$ cat src/rtl/sine_pkg.sv
// Shared constants and state/type definitions for the quarter-sine table logic.
// Used by the quarter-sine writer and the address map that the full-sine reader shares.
// Offset-binary samples: midscale 1024, full-scale 2047 at the default width.
package sine_pkg;

   localparam int SINE_DW   = 11;
   localparam int SINE_QAW  = 6;
   localparam int SINE_MID  = 1024;
   localparam int SINE_FULL = 2047;

   // DRAIN holds off DONE until the last sample's compare has been registered.
   typedef enum logic [2:0] {
      QW_IDLE,
      QW_LOAD,
      QW_CHECK,
      QW_DRAIN,
      QW_DONE
   } qw_state_t;

   // What the compare stage does with a sample once the BRAM read returns.
   typedef enum logic [1:0] {
      CK_NONE,    // stored sample, nothing to compare
      CK_MID,     // must equal midscale (indices 0 and 128)
      CK_DIRECT,  // must equal the stored quarter sample
      CK_NEG      // must equal full-scale minus the stored quarter sample
   } qw_chk_t;

endpackage

$ cat src/rtl/quartsine_addr_map.sv
// Maps a full-period sample index to its quarter-memory address and sign/midscale flags.
// Latency: combinational. Backpressure: none (pure function of idx).
// Ports: idx = full-period index; addr = quarter address; neg = lower half-wave; mid = 0 or 128.
module quartsine_addr_map
   import sine_pkg::*;
#(
   parameter int QAW = SINE_QAW
) (
   input  logic [QAW+1:0] idx,
   output logic [QAW-1:0] addr,
   output logic           neg,
   output logic           mid
);

   // Rising quadrants (0, 2) walk the table forward offset by one because the
   // zero-crossing sample is not stored; falling quadrants (1, 3) mirror it.
   // Index 64 and 192 both land on address 63 through either form.
   always_comb begin
      addr = idx[QAW] ? ~idx[QAW-1:0] : (idx[QAW-1:0] - QAW'(1));
      neg  = idx[QAW+1];
      mid  = ~idx[QAW] && (idx[QAW-1:0] == '0);
   end

endmodule

$ cat src/rtl/quartsine_writer.sv
// Loads the quarter-sine BRAM from a streamed full-period table and checks the other quadrants.
// Latency: BRAM write 2 edges after handshake; error flags and done 3 cycles after handshake.
// Backpressure: s_ready high throughout LOAD/CHECK, never dropped mid-run; s_valid gaps stall.
// Ports: start/s_* = sample stream in; ena/wea/addra/dina/douta = BRAM port A;
//        busy/done/sym_err/len_err/err_cnt = status.
module quartsine_writer
   import sine_pkg::*;
#(
   parameter int DW  = SINE_DW,
   parameter int QAW = SINE_QAW
) (
   input  logic           clka,
   input  logic           rstn,
   input  logic           start,
   input  logic           s_valid,
   output logic           s_ready,
   input  logic [DW-1:0]  s_data,
   input  logic           s_last,
   output logic           ena,
   output logic           wea,
   output logic [QAW-1:0] addra,
   output logic [DW-1:0]  dina,
   input  logic [DW-1:0]  douta,
   output logic           busy,
   output logic           done,
   output logic           sym_err,
   output logic           len_err,
   output logic [7:0]     err_cnt
);

   localparam int            IW       = QAW + 2;
   localparam logic [DW-1:0] MID_VAL  = {1'b1, {(DW-1){1'b0}}};
   localparam logic [DW-1:0] FULL_VAL = {DW{1'b1}};
   localparam logic [IW-1:0] LAST_IDX = {IW{1'b1}};
   localparam logic [IW-1:0] QEND_IDX = {2'b01, {QAW{1'b0}}};

   qw_state_t      state, state_nxt;
   logic [IW-1:0]  idx;
   logic           hs;
   logic [QAW-1:0] map_addr;
   logic           map_neg;
   logic           map_mid;

   // Compare pipeline: stage 1 waits for the BRAM read, stage 2 sees douta.
   logic           s1_vld;
   qw_chk_t        s1_kind;
   logic [DW-1:0]  s1_data;
   logic           s2_vld;
   qw_chk_t        s2_kind;
   logic [DW-1:0]  s2_data;
   logic           mismatch;

   assign hs = s_valid && s_ready;

   quartsine_addr_map #(.QAW(QAW)) u_map (
      .idx  (idx),
      .addr (map_addr),
      .neg  (map_neg),
      .mid  (map_mid)
   );

   always_ff @(posedge clka or negedge rstn) begin
      if (!rstn) state <= QW_IDLE;
      else       state <= state_nxt;
   end

   // s_valid is used directly here (s_ready is 1 in LOAD/CHECK) to keep
   // s_ready out of its own fan-in.
   always_comb begin
      state_nxt = state;
      s_ready   = 1'b0;
      busy      = 1'b0;
      done      = 1'b0;
      case (state)
         QW_IDLE: begin
            if (start) state_nxt = QW_LOAD;
         end
         QW_LOAD: begin
            s_ready = 1'b1;
            busy    = 1'b1;
            if (s_valid) begin
               if (s_last)               state_nxt = QW_DRAIN;
               else if (idx == QEND_IDX) state_nxt = QW_CHECK;
            end
         end
         QW_CHECK: begin
            s_ready = 1'b1;
            busy    = 1'b1;
            if (s_valid && (s_last || idx == LAST_IDX)) state_nxt = QW_DRAIN;
         end
         QW_DRAIN: begin
            busy = 1'b1;
            // Once stage 1 is empty the last compare lands on the next edge.
            if (!s1_vld) state_nxt = QW_DONE;
         end
         QW_DONE: begin
            done      = 1'b1;
            state_nxt = QW_IDLE;
         end
         default: state_nxt = QW_IDLE;
      endcase
   end

   always_comb begin
      mismatch = 1'b0;
      case (s2_kind)
         CK_MID:    mismatch = (s2_data != MID_VAL);
         CK_DIRECT: mismatch = (s2_data != douta);
         CK_NEG:    mismatch = (s2_data != (FULL_VAL - douta));
         default:   mismatch = 1'b0;
      endcase
   end

   always_ff @(posedge clka or negedge rstn) begin
      if (!rstn) begin
         idx     <= '0;
         ena     <= 1'b0;
         wea     <= 1'b0;
         addra   <= '0;
         dina    <= '0;
         s1_vld  <= 1'b0;
         s1_kind <= CK_NONE;
         s1_data <= '0;
         s2_vld  <= 1'b0;
         s2_kind <= CK_NONE;
         s2_data <= '0;
         sym_err <= 1'b0;
         len_err <= 1'b0;
         err_cnt <= '0;
      end else begin
         ena     <= 1'b0;
         wea     <= 1'b0;
         s1_vld  <= hs;
         s2_vld  <= s1_vld;
         s2_kind <= s1_kind;
         s2_data <= s1_data;

         if (state == QW_IDLE && start) begin
            idx     <= '0;
            sym_err <= 1'b0;
            len_err <= 1'b0;
            err_cnt <= '0;
         end

         if (hs) begin
            idx     <= idx + IW'(1);
            s1_data <= s_data;
            if (map_mid) begin
               s1_kind <= CK_MID;
            end else begin
               ena   <= 1'b1;
               addra <= map_addr;
               if (state == QW_LOAD) begin
                  wea     <= 1'b1;
                  dina    <= s_data;
                  s1_kind <= CK_NONE;
               end else begin
                  s1_kind <= map_neg ? CK_NEG : CK_DIRECT;
               end
            end
            // s_last must coincide exactly with the final index.
            if (s_last != (idx == LAST_IDX)) len_err <= 1'b1;
         end

         if (s2_vld && mismatch) begin
            sym_err <= 1'b1;
            if (err_cnt != 8'hFF) err_cnt <= err_cnt + 8'd1;
         end
      end
   end

endmodule

$ cat config.mk
export PLATFORM = sky130hd
export DESIGN_NAME = quartsine_writer
export DESIGN_NICKNAME = d
export VERILOG_FILES = /design/src/rtl/sine_pkg.sv /design/src/rtl/quartsine_addr_map.sv /design/src/rtl/quartsine_writer.sv
export SDC_FILE = /design/constraint.sdc
export NUM_CORES = 1
export LEC_CHECK = 0
export ABC_AREA = 1
export BUFFER_PORTS_ARGS = -buffer_cell sky130_fd_sc_hd__buf_2
export CAP_MARGIN = 0
export CORE_MARGIN = 8
export CORE_UTILIZATION = 40
export CTS_BUF_LIST = sky130_fd_sc_hd__clkbuf_8
export CTS_CLUSTER_DIAMETER = 100
export DETAILED_ROUTE_END_ITERATION = 10
export PLACE_DENSITY_LB_ADDON = 0.15
export SYNTH_ARGS = -nofsm -noshare
export SYNTH_HDL_FRONTEND = slang
export SYNTH_SLANG_ARGS = --single-unit
$ cat constraint.sdc
create_clock -name clka -period 1.5 [get_ports clka]
set_input_delay 0.3 -clock clka [delete_from_list [all_inputs] [get_ports clka]]
set_output_delay 0.3 -clock clka [all_outputs]
set_load 0.02 [all_outputs]
* Word-level counts from Yosys, hierarchy flattened *
Index checks and enable logic that the tools add are counted.

storage, ports and cells
  register bits = 68

cells by class
  mux-type cells = 30
  $add $sub $neg = 4
  equality and inequality tests = 19
  bitwise gates (word level) = 3
  reductions and logical operators = 15

operators by type and width
  kind                                                                number
  8-bit two-way mux                                                   5
  11-bit != test                                                      2
  3-bit two-way mux                                                   6
  8-bit by 1-bit adder with 8-bit output, second input constant       2
  1-bit two-way mux                                                   14
  3-bit case mux with 4 select lines                                  1
  11-bit != test, second input constant                               1
  11-bit subtractor, first input constant                             1
  8-bit by 7-bit == test with 1-bit output, second input constant     1
  8-bit == test, second input constant                                1
  2-bit != test, second input constant                                4
  8-bit != test, second input constant                                1
  3-bit by 2-bit == test with 1-bit output, second input constant     2
  6-bit logical NOT                                                   1
  6-bit two-way mux                                                   1
  6-bit NOT                                                           1
  6-bit by 1-bit subtractor with 6-bit output, second input constant  1
  1-bit logical AND                                                   5
  5-bit AND reduction                                                 1
  2-bit == test, second input constant                                2
  2-bit two-way mux                                                   2
  2-bit nonzero test                                                  2
  3-bit by 1-bit == test with 1-bit output, second input constant     1
  3-bit == test, second input constant                                1
  other kinds (11)                                                    12

* Logic depth before layout (Yosys ltp) *
Gate-level depths: netlist (run 1).

  depth after elaboration = 5
  gate-level depth with buffers = 13
  gate-level depth less buffers = 12

* Hierarchy *
Synthesis (run 1) repeated with hierarchy kept, for this count alone.

second synthesis, totals
  cell total of the unflattened synthesis = 438
  area, all modules = 3569.7 um^2

by module, submodules not included
  module              cells an instance  instances  area each (um^2)  seq. area each (um^2)
  quartsine_writer    406                1          3392.0            1701.6
  quartsine_addr_map  32                 1          177.7             0.0

* Worst setup path before layout (run 1) *
No wires, ideal clock.

  path kind = register to register
  start point = register idx[0]
  end point = register state[1]
  setup time = 0.129 ns
  path slack = -0.182 ns
  stages on the path, launching flop included = 12
  data arrival time = 1.554 ns
  clock period less this slack = 1.682 ns
  buffers on the path = 0
  cells stage by stage = dfrtp_1 ha_1 nand3_1 nor2_1 nand4_1 ha_1 nand4_1 o31ai_1 nor2_1 nand3_1 nor2_1 a21oi_1

on the way
  cells in the longest elaborated chain, start to end = 5

RTL lines
  what                               line                     RTL
  start, declared                    quartsine_writer.sv:38   logic [IW-1:0] idx;
  start signal, assigned             quartsine_writer.sv:146  idx <= idx + IW'(1);
  8-bit == test                      quartsine_writer.sv:89   if (s_valid && (s_last || idx == LAST_IDX)) state_nxt = QW_DRAIN;
  1-bit logical OR                   quartsine_writer.sv:89
  1-bit logical AND                  quartsine_writer.sv:89
  2-bit != test (no line)            --
  5-bit AND reduction (no line) (*)  --
  end signal, assigned               quartsine_writer.sv:64   else state <= state_nxt;
  end, declared                      quartsine_writer.sv:37   qw_state_t state, state_nxt;

Every way passes the cells marked *; elsewhere a longest branch is shown, timed or not.
A chain may end at the register's enable or synchronous reset.

* Worst setup path after layout (run 1) *
Ends and elaborated chain as after synthesis.

==> results of run 1 <==
## power groups by stage
| stage | clock network (mW) | registers, mW | logic (mW) |
|---|---|---|---|
| finish | 1.56 | 3.13 | 5.73 |
| global route | 1.66 | 3.23 | 6.28 |
| CTS | 1.59 | 3.11 | 5.05 |
| detailed placement | 0 | 3.13 | 4.41 |
| global placement | 0 | 3.11 | 4.38 |
| floorplan | 0 | 3.39 | 2.73 |
## worst paths after layout
kind,start,to,slack (ns),depth (start not counted)
worst max register to register,idx[0],state[1],-0.29,11
max in group asynchronous,rstn,s1_data[9],0.51,4
min in group asynchronous,rstn,dina[6],0.39,2
worst min-delay path,s_data[2],dina[2],0.17,3
worst min register to register,s1_data[1],s2_data[1],0.38,0
worst max-delay path,idx[0],state[1],-0.29,11
## worst max-delay path, cell delays in order (launching register included)
cell and delay [ns]:
dfrtp_1 0.41, ha_4 0.18, nand3_4 0.09, nor2_4 0.10
nand4_1 0.11, ha_2 0.19, nand4_1 0.09, o31ai_1 0.08
nor2_1 0.14, nand3_2 0.13, nor2_1 0.11, a21oi_1 0.05
## what timing repair did
item	in CTS	in global routing
resized for setup	41	69
buffers inserted	10	9
cloned	3	0
hold buffers	1	0
endpoints found under the setup margin	33	43
pin swaps	12	24
hold endpoints to repair	11	0
## kinds of logic after synthesis
group / after synthesis / share of synthesized area, %
xor gates and xnor gates: 10 / 2.49
adders and majority gates: 5 / 1.78
and+or+nand+nor: 233 / 30.7
AOI/OAI and AO/OA: 48 / 7.54
DFF: 68 / 48.3
buffers and inverters: 68 / 9.17
## routing by layer
| metal | routed length [µm] | up-vias | track usage, % |
|---|---|---|---|
| li1 | - | 1601 | - |
| met1 | 4050 | 1475 | 18.8 |
| met2 | 4540 | 62 | 25.9 |
| met3 | 385 | 13 | 3.40 |
| met4 | 126 | 0 | 6.08 |
| met5 | 0 | - | 0 |
## cell usage after synthesis, types with 5 or more instances
library cell / n
xor2_1: 6
nand3_2: 5
nor2_1: 22
inv_1: 48
nand2_4: 7
a21oi_1: 10
nand3_1: 35
buf_2: 5
ha_1: 5
o21ai_0: 25
nand2_1: 148
dfrtp_1: 68
## area by class of cell
class | instances | share of cell area (%)
flip-flops and latches | 68 | 34.6
multi-input cells | 299 | 37.2
clock buffers | 12 | 3.35
well taps | 108 | 2.74
repair buffers | 115 | 16.7
inverters | 54 | 4.62
clock inverters | 4 | 0.837
## through the flow
step / TNS (ns) / setup WS [ns] / hold WS [ns] / utilization (%) / power (mW)
2_1_floorplan: -0.327 / -0.132 / 0.00441 / - / 6.12
3_3_place_gp: -3.41 / -0.266 / 0.215 / 48.7 / 7.50
3_5_place_dp: -3.72 / -0.278 / 0.220 / 48.7 / 7.55
4_1_cts: -2.88 / -0.286 / 0.165 / 53.9 / 9.75
5_1_grt: -10.87 / -0.442 / 0.165 / 57.1 / 11.2
6_report: -6.84 / -0.293 / 0.168 / 57.1 / 10.4
## flip-flops by register name, indices dropped and copies added (netlist names)
register / count
s2_data: 11
state: 3
len_err: 1
s1_kind: 2
s1_data: 11
s1_vld: 1
err_cnt: 8
s2_vld: 1
ena: 1
wea: 1
addra: 6
sym_err: 1
s2_kind: 2
idx: 8
dina: 11
==> results.json, run 1 <==
{
  "ctsHtreeMaxLevel": 3,
  "violations": "negative setup slack",
  "synth.top_cell.area_share_pct": 48.3,
  "hold_violations": 0,
  "drive_gt1_share_pct": 38.6,
  "grt_pass1_wl_um": 14700,
  "grt-ovfl-total": 0,
  "design.core.area_um2": 8640,
  "vias": 3151,
  "drc_errors": 0,
  "postSynthAreaPerCell_um2": 8.15,
  "syn2layout_area_growth_pct": 40.2,
  "die_h_um": 110,
  "slew_violations": 0,
  "pwr-share-comb_pct": 54.9,
  "fin_crit_sh_pct": 120,
  "tightest_slew_ns": 0.359,
  "power_density_nw_per_um2": 2110,
  "grtUsageTotal_pct": 15.4,
  "synth_cell_types": 40,
  "max_freq_mhz": 558,
  "worstPathArrival_ns": 2.02,
  "firstDrtPassIters": 4,
  "hpwl_um": 6240,
  "via_per_inst": 4.77,
  "io_pins": 59,
  "clock_path_buffers": 2,
  "switching_share_pct": 43.8,
  "rsz0062_at_grt": "yes",
  "start_util_pct": 40.8,
  "final_cell_mix": "125 x nand2_1, 65 x dfrtp_1, 55 x buf_2",
  "postRouteAntennaNets": 0,
  "startpoint_type": "flip-flop",
  "switchingPower_mw": 4.56,
  "end_kind": "flip-flop",
  "syn-cell-area_um2": 3520,
  "yosys_warnings": 0,
  "antenna_found_initial": 0,
  "clkSinkCount": 68,
  "crit_type": "flip-flop to flip-flop",
  "setup_ws_ns": -0.293,
  "intPower_mw": 5.86,
  "fin_skew_ns": 0.00931,
  "nets": 579,
  "root_buffer": "clkbuf_8",
  "rows": 34,
  "grt_pass1_vias": 3131,
  "p_leak_nw": 2.65,
  "clkLatencyLatePin_ns": 0.34,
  "crit_required_ns": 1.73,
  "async_flop_share_pct": 100,
  "drv_cap": 0,
  "drt_wl_total_um": 9100,
  "final-seq-area_um2": 1710,
  "n_antenna_cell": 0,
  "place_inst": 625,
  "layout_commonest_cell": "nand2_1",
  "crit_fanout": 5,
  "yosysTopAreaCell": "dfrtp_1",
  "drt_iter0_drc": 117,
  "peakVddDrop_mv": 1.08,
  "synthCells": 432,
  "port_buffers": 58,
  "multiInputGateArea_um2": 1830,
  "numCtsBuffers": 9,
  "globalplace.congestion": 0.825,
  "die_x_um": 110,
  "period_needed_ns": 1.79,
  "placed_area_um2": 4200,
  "synth_edf_count": 0,
  "slew_headroom_pct": 76.1,
  "status": "finished, violations left",
  "cts_tree": "done",
  "syn-num-nets": 464,
  "netlist_top_cells_area": "dfrtp_1 48%, nand2_1 16%, inv_1 5.1%",
  "path_clk_slew_ns": 0.07,
  "seqPwrFrac_pct": 30.1,
  "fill_cells": 789,
  "final_cells": 660,
  "die_area_um2": 12100,
  "worst_hold_path_type": "primary input to flip-flop",
  "yosysSeqAreaShare_pct": 48.3,
  "grt_max_degree": 28,
  "synthFlopType": "dfrtp_1",
  "fin_area_um2": 4930,
  "clockPowerShare_pct": 15.0,
  "ys_seq_elements": 68,
  "setup_viol": 37,
  "wl_per_cell_um": 13.8
}
Power figures use the tool's default switching activity.
==> inputs of run 2 (changes only) <==
- CELL_PAD_IN_SITES_DETAIL_PLACEMENT: not set -> 0
- CELL_PAD_IN_SITES_GLOBAL_PLACEMENT: not set -> 2
- CORE_UTILIZATION: 40 -> 31
==> run 2 against run 1 <==
Net effect:
- the run still ends with negative setup slack left
- fmax rose by 0.23%
- global-route usage fell by 1.5 points
- total power rose by 4.5%
- sequential cell count did not move
- via count rose by 0.48%
- critical path type unchanged
- highest routed layer unchanged
==> results.json, run 2 (synthesis gave the netlist of run 1 again) <==
{
  "grt_max_degree": 69,
  "wl_per_cell_um": 14.1,
  "nets": 587,
  "end_kind": "flip-flop",
  "grt_use_met2_pct": 23.2,
  "cts_tree": "done",
  "hold_violations": 0,
  "clock_path_buffers": 2,
  "top_regs": "dina x11, s1_data x11, s2_data x11",
  "grt-ovfl-total": 0,
  "busiest_layer": "met2",
  "syn2layout_area_growth_pct": 45.0,
  "rows": 39,
  "p_leak_nw": 2.68,
  "setup_ws_ns": -0.289,
  "power_density_nw_per_um2": 2130,
  "via_per_inst": 4.50,
  "port_buffers": 58,
  "numCtsBuffers": 9,
  "ctsHtreeMaxLevel": 3,
  "n_antenna_cell": 0,
  "die_area_um2": 15000,
  "final_cell_mix": "121 x nand2_1, 63 x dfrtp_1, 56 x buf_2",
  "drive_gt1_share_pct": 41.8,
  "path_clk_slew_ns": 0.08,
  "met3_usage_pct": 2.90,
  "die_h_um": 123,
  "drt_iter0_drc": 124,
  "r2r-start": "idx[0]",
  "postRouteAntennaNets": 0,
  "layout_commonest_cell": "nand2_1",
  "crit_type": "flip-flop to flip-flop",
  "hpwl_um": 6610,
  "start_util_pct": 31.2,
  "die_x_um": 123,
  "hold_path_depth": 3,
  "setup_viol": 34,
  "drc_errors": 0,
  "cp_slowest_stage_delay_ns": 0.37,
  "dp_slack_ns": -0.296,
  "cpMaxStageDelayCell": "dfrtp_1",
  "max_freq_mhz": 559,
  "met1_usage_pct": 17.7,
  "drv_cap": 0,
  "path_cells": "ha_2, nand3_4, nor2_4, nand4_1, ha_2, nand4_1, o31ai_1, nor2_1, nand3_2, nor2_1, a21oi_1",
  "grt_pass1_vias": 3197,
  "min_from": "s_data[7]",
  "io_pins": 59,
  "fin_skew_ns": 0.0104,
  "firstDrtPassIters": 4,
  "slew_violations": 0,
  "worstPathArrival_ns": 2.02,
  "antenna_found_initial": 0,
  "crit_fanout": 5,
  "grtUsageTotal_pct": 13.9,
  "vias": 3166,
  "violations": "negative setup slack",
  "tightest_slew_ns": 0.376,
  "slew_headroom_pct": 74.8,
  "startpoint_type": "flip-flop",
  "rsz0062_at_grt": "yes",
  "grt_pass1_wl_um": 16400,
  "worst_hold_path_type": "primary input to flip-flop",
  "globalplace.congestion": 0.768,
  "fin_crit_sh_pct": 119,
  "root_buffer": "clkbuf_8",
  "drt_wl_total_um": 9920,
  "status": "finished, violations left",
  "peakVddDrop_mv": 0.949,
  "post-route-util_pct": 45.3,
  "design.core.area_um2": 11300,
  "hold_path_end": "s1_data[7]",
  "clkLatencyLatePin_ns": 0.34,
  "r2r_cells": 11,
  "fill_cells": 1113,
  "worst_r2r_endpoint": "state[1]",
  "clkSinkCount": 68,
  "crit_required_ns": 1.73,
  "r2r_slack_ns": -0.29,
  "period_needed_ns": 1.79
}
==> run 2: cell count changes in the layout (fill, tap and decap cells not counted), sizes merged <==
| cell | delta |
|---|---|
| inv | -2 |
| buf | +7 |
| clkinv | +1 |
| bufinv | -1 |
| clkinvlp | +3 |
==> run 2: what timing repair did <==
item	in CTS	in global routing
resized for setup	65	56
endpoints found under the hold margin	67	0
cloned	4	1
hold buffers	1	0
buffers inserted	15	7
endpoints found under the setup margin	38	45
pin swaps	21	34
==> run 2: final cells by class <==
class,count,area [µm²],area share [%]
clock buffers,11,151,2.97
clock inverters,5,36.3,0.711
inverters,54,233,4.56
multi-input cells,299,1850,36.2
flip-flops and latches,68,1710,33.5
well taps,143,179,3.50
repair buffers,123,947,18.6
==> run 2: report_power, final <==
group          leakage (nW)  switching, mW  internal, mW
Sequential            0.854          0.585          2.63
Clock                0.0876          0.720         0.690
Combinational          1.74           3.55          2.72
==> run 2: routing by layer <==
metal | routed length [µm] | vias to the layer above
li1 | - | 1612
met1 | 4380 | 1502
met2 | 5030 | 44
met3 | 389 | 8
met4 | 121 | 0
met5 | 0 | -
==> run 2: how the worst max path moves through the flow <==
stage,cells after the start,startpoint,to
2_1_floorplan,11,idx[0],state[1]
3_3_place_gp,11,idx[1],state[1]
3_5_place_dp,11,idx[0],state[1]
4_1_cts,11,idx[1],state[0]
5_1_grt,11,idx[1],state[1]
6_report,11,idx[0],state[1]
==> run 2: stage by stage <==
stage | TNS [ns] | area [µm²] | cells | power, mW | hold slack (ns)
2_1_floorplan | -0.327 | 3540 | 432 | 6.12 | 0.00441
3_3_place_gp | -4.00 | 4270 | 662 | 7.76 | 0.355
3_5_place_dp | -4.65 | 4270 | 662 | 7.81 | 0.357
4_1_cts | -5.33 | 4860 | 698 | 10.4 | 0.153
5_1_grt | -7.17 | 5100 | 703 | 11.8 | 0.158
6_report | -3.90 | 5100 | 703 | 10.9 | 0.171
==> run 2: worst max-delay path, delay by kind of cell (launching register included) <==
family | cells | cell delay, ns
DFF | 1 | 0.37
and+or+nand+nor | 7 | 0.81
AOI/OAI and AO/OA | 2 | 0.12
adders and majority gates | 2 | 0.40
==> inputs of run 3 (changes only) <==
--- a/config.mk
+++ b/config.mk
@@ -12,5 +12,5 @@
 export CELL_PAD_IN_SITES_GLOBAL_PLACEMENT = 2
 export CORE_MARGIN = 8
-export CORE_UTILIZATION = 31
+export CORE_UTILIZATION = 34
 export CTS_BUF_LIST = sky130_fd_sc_hd__clkbuf_8
 export CTS_CLUSTER_DIAMETER = 100
==> constraint.sdc (replaced) <==
create_clock -name clka -period 2 [get_ports clka]
set_input_delay 0 -clock clka [delete_from_list [all_inputs] [get_ports clka]]
set_output_delay 0 -clock clka [all_outputs]
set_load 0.02 [all_outputs]
==> run 3 against run 2 <==
Net effect:
- the run now ends clean
- critical path depth unchanged
- routed wire length decreased by 13%
- sequential power shrank 27%
- critical endpoint unchanged
- largest cell class is now sequential cells
==> results.json, run 3 (synthesis gave the netlist of run 1 again) <==
{
  "hold_violations": 0,
  "die_area_um2": 13900,
  "peakVddDrop_mv": 0.728,
  "fin_crit_sh_pct": 93.6,
  "port_buffers": 58,
  "grtUsageTotal_pct": 12.8,
  "pwr-share-comb_pct": 47.0,
  "clkSinkCount": 68,
  "globalplace.congestion": 0.800,
  "path_delay_family": "simple AND/OR/NAND/NOR gates",
  "intPower_mw": 3.65,
  "final_cell_mix": "148 x nand2_1, 68 x dfrtp_1, 58 x buf_2",
  "io_pins": 59,
  "cpMaxStageDelayCell": "dfrtp_1",
  "end_kind": "flip-flop",
  "layout_commonest_cell": "nand2_1",
  "drt_iter0_drc": 119,
  "r2r_cells": 11,
  "r2r_slack_ns": 0.13,
  "path_clk_slew_ns": 0.08,
  "setup_viol": 0,
  "die_x_um": 118,
  "cp-startpoint": "idx[0]",
  "vias": 2907,
  "met3_usage_pct": 3.41,
  "die_h_um": 118,
  "seqPwrFrac_pct": 35.1,
  "ctsHtreeMaxLevel": 3,
  "met1_usage_pct": 16.3,
  "via_per_inst": 4.49,
  "path_cells": "ha_2, nand3_4, nor2_4, nand4_1, ha_2, nand4_1, o31ai_1, nor2_1, nand3_2, nor2_1, a21oi_1",
  "grt_use_met2_pct": 20.5,
  "status": "complete, no violations",
  "place_inst": 618,
  "start_util_pct": 34.6,
  "rsz0062_at_grt": "yes",
  "startpoint_type": "flip-flop",
  "drt_wl_total_um": 8580,
  "hold_path_depth": 6,
  "cp_slowest_stage_delay_ns": 0.39,
  "slew_violations": 0,
  "grt_max_degree": 69,
  "grt_pass1_wl_um": 14500,
  "clkLatencyLatePin_ns": 0.35,
  "nets": 539,
  "postRouteAntennaNets": 0,
  "fill_cells": 1081,
  "numCtsBuffers": 9,
  "max_freq_mhz": 534,
  "period_needed_ns": 1.87,
  "min_from": "start",
  "total_power_mw": 6.64,
  "top_regs": "dina x11, s1_data x11, s2_data x11",
  "cts_tree": "done",
  "fin_skew_ns": 0.0125,
  "r2r-start": "idx[0]",
  "grt_pass1_vias": 2947,
  "rows": 37,
  "post-route-util_pct": 42.5,
  "firstDrtPassIters": 4,
  "crit_fanout": 5,
  "antenna_found_initial": 0,
  "syn2layout_area_growth_pct": 22.9,
  "worstPathArrival_ns": 2.10,
  "final_cells": 648,
  "drc_errors": 0,
  "hold_path_end": "err_cnt[0]",
  "root_buffer": "clkbuf_8",
  "clockPowerShare_pct": 17.8,
  "power_density_nw_per_um2": 1530,
  "worst_hold_path_type": "primary input to flip-flop",
  "worst_r2r_endpoint": "state[1]",
  "hpwl_um": 6030,
  "design.core.area_um2": 10200,
  "drive_gt1_share_pct": 22.1,
  "switching_share_pct": 44.9,
  "slew_headroom_pct": 70.5,
  "tightest_slew_ns": 0.442,
  "busiest_layer": "met2",
  "crit_buf_inv": 0,
  "n_antenna_cell": 0,
  "crit_required_ns": 2.23,
  "crit_type": "flip-flop to flip-flop",
  "drv_cap": 0,
  "final.setup.tns_ns": 0,
  "clock_path_buffers": 2,
  "switchingPower_mw": 2.98,
  "grt-ovfl-total": 0,
  "wl_per_cell_um": 13.2,
  "p_leak_nw": 2.35
}
## run 3: what timing repair did
action / CTS / global route
gates resized for setup: 0 / 8
setup endpoints to repair: 0 / 3
hold buffers: 12 / 0
buffers inserted: 0 / 2
hold endpoints to repair: 90 / 0
## run 3: how the worst max path moves through the flow
stage                           to  cells after the start  slack [ns]
after global placement    state[1]                     11        0.16
after floorplan           state[1]                     11        0.32
after CTS                 state[0]                     11         0.1
after global routing      state[1]                     11       -0.02
after detailed placement  state[1]                     11        0.10
final                     state[1]                     11        0.13
## run 3: layout make-up
| class | instances | area, µm² | share of cell area (%) |
|---|---|---|---|
| Tap cell | 136 | 170 | 3.93 |
| Clock buffer | 10 | 138 | 3.18 |
| Clock inverter | 6 | 71.3 | 1.65 |
| Sequential cell | 68 | 1700 | 39.3 |
| Inverter | 54 | 213 | 4.92 |
| Multi-Input combinational cell | 296 | 1530 | 35.3 |
| Timing Repair Buffer | 78 | 508 | 11.7 |
## run 3: per-layer routing
metal | routed length (µm) | up-vias
li1 | - | 1517
met4 | 97 | 0
met1 | 4160 | 1339
met5 | 0 | -
met2 | 4010 | 42
met3 | 315 | 9
## run 3: stage by stage
stage          setup slack (ns)  area (µm²)  hold slack (ns)
6_report                  0.129        4330           0.0969
5_1_grt                 -0.0185        4330            0.142
4_1_cts                  0.0983        4280           0.0874
3_5_place_dp              0.103        3950           0.0581
3_3_place_gp              0.164        3950           0.0610
2_1_floorplan             0.318        3520           -0.296
## run 3: worst register-to-register path, delay by kind of cell, from the launching register on
kind | cells | cell delay (ns)
and+or+nand+nor | 7 | 0.82
adders and majority gates | 2 | 0.42
DFF | 1 | 0.39
AOI/OAI and AO/OA | 2 | 0.13
## run 3: power by group through the flow
| stage | registers, mW | clock network, mW | logic, mW |
|---|---|---|---|
| 2_1_floorplan | 2.54 | 0 | 2.03 |
| 3_3_place_gp | 2.35 | 0 | 3.07 |
| 3_5_place_dp | 2.35 | 0 | 3.09 |
| 4_1_cts | 2.33 | 1.23 | 3.11 |
| 5_1_grt | 2.41 | 1.30 | 3.52 |
| 6_report | 2.33 | 1.18 | 3.12 |
